`src/rtl/irq_controller.sv`:
```
// Memory-mapped interrupt controller: registered sources, per-source level/edge
// mode, enable mask, fixed priority (bit 0 highest) and an atomic claim register.
module irq_controller #(
   parameter int NUM_SRC = 8
) (
   input  logic               clk,
   input  logic               resetq,
   input  logic               select,
   input  logic [2:0]         addr,
   input  logic [3:0]         we,
   input  logic               rd,
   input  logic [31:0]        wdata,
   output logic [31:0]        rdata,
   input  logic [NUM_SRC-1:0] irq_in,
   output logic               irq_out
);

   localparam logic [2:0] A_RAW     = 3'd0;
   localparam logic [2:0] A_PENDING = 3'd1;
   localparam logic [2:0] A_ENABLE  = 3'd2;
   localparam logic [2:0] A_EDGE    = 3'd3;
   localparam logic [2:0] A_SET     = 3'd4;
   localparam logic [2:0] A_CLAIM   = 3'd5;

   // Internal state is held 32 bits wide; bits at or above NUM_SRC are forced
   // to zero so they read 0 and ignore writes.
   localparam logic [31:0] SRC_MASK = (NUM_SRC >= 32) ? 32'hFFFF_FFFF
                                    : 32'((64'd1 << NUM_SRC) - 64'd1);

   logic [31:0] r_raw;
   logic [31:0] r_epend;
   logic [31:0] r_enable;
   logic [31:0] r_edge;
   logic [31:0] r_rdata;
   logic        r_irq;

   logic [31:0] w_in;
   logic [31:0] w_lanes;
   logic [31:0] w_wmask;
   logic [31:0] w_rise;
   logic [31:0] w_pend;
   logic [31:0] w_act;
   logic [31:0] w_onehot;
   logic [4:0]  w_idx;
   logic        w_valid;
   logic        w_wr;
   logic        w_rd;
   logic        w_claim;
   logic [31:0] w_enable_nx;
   logic [31:0] w_edge_nx;
   logic [31:0] w_set;
   logic [31:0] w_clr;
   logic [31:0] w_epend_nx;
   logic [31:0] w_rd_mux;

   always_comb begin
      w_in = '0;
      w_in[NUM_SRC-1:0] = irq_in;
   end

   assign w_wr    = select & (we != 4'b0000);
   assign w_rd    = select & rd;
   assign w_lanes = {{8{we[3]}}, {8{we[2]}}, {8{we[1]}}, {8{we[0]}}};
   assign w_wmask = w_lanes & SRC_MASK;

   assign w_rise  = w_in & ~r_raw;
   assign w_pend  = (r_edge & r_epend) | (~r_edge & r_raw);
   assign w_act   = w_pend & r_enable;
   assign w_valid = |w_act;

   // Scan from the top so the last hit, the lowest index, wins.
   always_comb begin
      w_onehot = '0;
      w_idx    = '0;
      for (int i = 31; i >= 0; i--) begin
         if (w_act[i]) begin
            w_onehot    = '0;
            w_onehot[i] = 1'b1;
            w_idx       = 5'(i);
         end
      end
   end

   assign w_enable_nx = (w_wr && addr == A_ENABLE)
                      ? ((r_enable & ~w_wmask) | (wdata & w_wmask)) : r_enable;
   assign w_edge_nx   = (w_wr && addr == A_EDGE)
                      ? ((r_edge & ~w_wmask) | (wdata & w_wmask)) : r_edge;

   assign w_claim = w_rd && (addr == A_CLAIM) && w_valid;

   // Clear sources: W1C, mode change, edge-mode claim. Set sources override them.
   assign w_set = w_rise
                | ((w_wr && addr == A_SET) ? (wdata & w_wmask & r_edge) : 32'h0);
   assign w_clr = ((w_wr && addr == A_PENDING) ? (wdata & w_wmask & r_edge) : 32'h0)
                | (r_edge ^ w_edge_nx)
                | (w_claim ? (w_onehot & r_edge) : 32'h0);
   assign w_epend_nx = ((r_epend & ~w_clr) | w_set) & SRC_MASK;

   always_comb begin
      w_rd_mux = '0;
      case (addr)
         A_RAW:     w_rd_mux = r_raw;
         A_PENDING: w_rd_mux = w_pend;
         A_ENABLE:  w_rd_mux = r_enable;
         A_EDGE:    w_rd_mux = r_edge;
         A_CLAIM:   w_rd_mux = {w_valid, 26'b0, w_idx};
         default:   w_rd_mux = '0;
      endcase
   end

   always_ff @(posedge clk) begin
      if (!resetq) begin
         r_raw    <= '0;
         r_epend  <= '0;
         r_enable <= '0;
         r_edge   <= '0;
         r_rdata  <= '0;
         r_irq    <= 1'b0;
      end else begin
         r_raw    <= w_in;
         r_epend  <= w_epend_nx;
         r_enable <= w_enable_nx;
         r_edge   <= w_edge_nx;
         r_irq    <= w_valid;
         if (w_rd) begin
            r_rdata <= w_rd_mux;
         end
      end
   end

   assign rdata   = r_rdata;
   assign irq_out = r_irq;

endmodule

```
`config.mk`:
```
export PLATFORM = sky130hd
export DESIGN_NAME = irq_controller
export DESIGN_NICKNAME = d
export VERILOG_FILES = /design/src/rtl/irq_controller.sv
export SDC_FILE = /design/constraint.sdc
export NUM_CORES = 1
export LEC_CHECK = 0
export BUFFER_PORTS_ARGS = -buffer_cell sky130_fd_sc_hd__buf_4
export CAP_MARGIN = 0
export CORE_ASPECT_RATIO = 1.4
export CORE_MARGIN = 2
export CORE_UTILIZATION = 45
export DETAILED_ROUTE_END_ITERATION = 10
export GPL_ROUTABILITY_DRIVEN = 0
export PLACE_DENSITY = 0.83
export SLEW_MARGIN = 20
export SYNTH_ARGS = -nofsm -noshare
export SYNTH_HDL_FRONTEND = slang
export SYNTH_SLANG_ARGS = --single-unit
```
`constraint.sdc`:
```
create_clock -name clk -period 2.14 [get_ports clk]
set_clock_uncertainty 0.2 [all_clocks]
set_input_delay 0.107 -clock clk [delete_from_list [all_inputs] [get_ports clk]]
set_output_delay 0.107 -clock clk [all_outputs]
set_load 0.02 [all_outputs]
```
==> results.yml <==
outcome:
  status: "completed"
power_and_ir_drop:
  finalPower_uw: 1906
  pwr-share-comb_pct: 15.1
  p_int_uw: 1434
  p_seq_share_pct: 43.8
  vdd_drop_max_mv: 0.2846
  power.density_nw_per_um2: 598.0
  p_leak_uw: 0.001266
  p_sw_share_pct: 24.78
  power_frac_clock_pct: 41.0
  p_switching_uw: 472.2
timing:
  holdWs_ps: 85.07
  fin_crit_sh_pct: 93.05
  period_minus_slack_ps: 1991
  finalHoldViolCount: 0
  final_max_slew_viol_count: 0
  worst_pin_slew_ps: 563.9
  timing.final.ws_setup_ps: 148.6
  setup-tns-final_ps: 0
  setup_viol: 0
  fmax_mhz: 502.2
  rsz0062_at_grt: "no"
  max-slew-margin-rel_pct: 62.37
logic_synthesis:
  syn_inst: 322
  seq_area_frac_synth_pct: 32.83
  ys_ff_latch: 42
  synthFlopType: "dfxtp_1"
  netlist_area_um2: 2561
  syn_avg_cell_area_um2: 7.954
  async_flop_share_pct: 0
  synth_top_area_share_pct: 32.83
  synth_edf_count: 0
  yosys-top-cells-count: "nand2_1 (47), dfxtp_1 (42), nor2_1 (27), buf_4 (23), a21oi_1 (22)"
  ys_warn_count: 0
  yosys.cell_types.count: 57
  yosysMostFrequentCell: "nand2_1"
  yosys.area.top_type: "dfxtp_1"
  yosys-top-cells-area: "dfxtp_1 (33%), nand2_1 (6.9%), buf_4 (6.7%), a21oi_1 (4.3%), nor2_1 (4.0%)"
critical_path:
  start_kind: "flop"
  cp_cell_sequence: "mux2_2, a22oi_2, nand3_1, nor3b_1, o22ai_1"
  required_ps: 2110
  crit_buf_inv: 0
  worst_setup_path_end_kind: "flop"
  worstPathArrival_ps: 1960
  critPathMaxStageDelay_ps: 450
  path_delay_family: "simple AND/OR/NAND/NOR gates"
  path_class: "reg -> reg"
  cp_max_fo: 7
  crit_slowest_cell: "dfxtp_1"
detailed_routing:
  vias: 2580
  finalWirelength_mm: 6.818
  route.met2.wl_mm: 3.575
  vias_per_cell: 5.772
  ant_nets: 0
  wl_met1_mm: 2.607
  dr_wl_met3_um: 444
  first_iter_violations: 286
  top_layer_used: "met4"
  drc: 0
  wl_per_cell_um: 15.25
  dr.pass1.iters: 6
placement:
  dpl_cell_area_um2: 2811
  dp_slack_ps: 174.1
  dp_hpwl_mm: 4.763
  numPortBuffers: 33
job:
  drv_cap: 0
cts:
  htreeDepth: 2
  cts_root_buf: "clkbuf_8"
  insertion_delay_ps: 300
  cts.clk_slew.worst_paths_ps: 80
  cts-buffers-inserted: 5
  cts_buffer_depth: 2
  cts_tree: "yes"
  clock-sinks: 42
global_routing:
  antenna_found_initial: 0
  grt-ovfl-total: 0
  grt_pass1_wl_mm: 11.21
  grt_pass1_vias: 2449
  grtUsageTotal_pct: 22.95
  grt_max_degree: 27
floorplan:
  core-area_um2: 5485
  num_rows: 32
  chipWidth_um: 67.76
  io_pins: 84
  die_y_um: 93.27
  start_util_pct: 46.69
  dieArea_um2: 6320
final_layout:
  stdcell_area_um2: 3187
  fillCellCount: 480
  area_growth_pct: 24.43
  finish.net_count: 429
  drive_above_1_share_pct: 18.73
  antennaDiodeCount: 0
worst_hold_path:
  hp-class: "in -> reg"
## power by group through the flow
stage	Combinational [uW]	Clock (uW)	Sequential (uW)
2_1_floorplan	196	0	849
3_3_place_gp	245	0	850
3_5_place_dp	252	0	853
4_1_cts	286	784	835
5_1_grt	315	815	840
6_report	289	782	836
## worst paths after layout
kind / from / to / slack (ps) / cells after the start
worst min register to register: rdata[5] / rdata[5] / 300 / 2
worst max-delay path: r_edge[3] / r_epend[5] / 150 / 5
worst min-delay path: addr[2] / rdata[0] / 90 / 4
worst max register to register: r_edge[3] / r_epend[5] / 150 / 5
## area by class of cell
class,instances,area [um^2],area share [%]
Clock buffer,6,82.58,2.591
Tap cell,68,85.08,2.670
Inverter,14,52.55,1.649
Clock inverter,2,60.06,1.885
Sequential cell,42,843.3,26.46
Timing Repair Buffer,65,558.0,17.51
Multi-Input combinational cell,250,1505,47.23
## layout by cell type (no fill, tap or decap), types with 3 or more instances in the layout
master / n
dfxtp_1: 40
mux2_2: 5
conb_1: 23
and2_1: 6
inv_1: 14
nor3_1: 4
a21oi_1: 22
dlygate4sd3_1: 23
nand2_1: 47
o21ai_0: 11
nand3_1: 10
a31oi_1: 9
buf_4: 41
a32oi_1: 3
o211ai_1: 4
nor2b_1: 6
mux2i_1: 8
and3b_1: 3
a2bb2oi_1: 4
clkbuf_8: 6
o2111ai_1: 3
o31ai_1: 3
a221oi_1: 4
and3_1: 5
nor2_1: 27
nand2b_1: 4
mux2_4: 3
## routing by layer
layer,track usage (%),vias up
met1,26.45,1228
li1,-,1209
met5,0,-
met4,10.03,0
met2,40.36,123
met3,3.730,20
## cell families after synthesis
logic type / Yosys count / synth area share [%]
buffers and inverters: 52 / 11.63
DFF: 42 / 32.83
muxes: 16 / 7.083
xor gates and xnor gates: 1 / 0.3420
other: 1 / 0.1464
and+or+nand+nor: 124 / 24.38
AOI/OAI and AO/OA: 86 / 23.60
## stage by stage
stage | utilization [%] | cells
after floorplan | - | 344
after global placement | 51.25 | 416
after detailed placement | 51.25 | 416
after CTS | 58.05 | 447
after global routing | 58.10 | 447
final | 58.10 | 447
## timing repair
action	in CTS	in global routing
hold buffers	23	0
resized for setup	0	2
endpoints found under the setup margin	0	1
endpoints found under the hold margin	32	0
setup buffers	0	0
## tightest hold or removal path: stages
cell and delay (ps):
buf_4 150, o21ai_0 150, o21ai_0 80, o21ai_0 70
No activity file was read; power rests on OpenSTA's default activity.
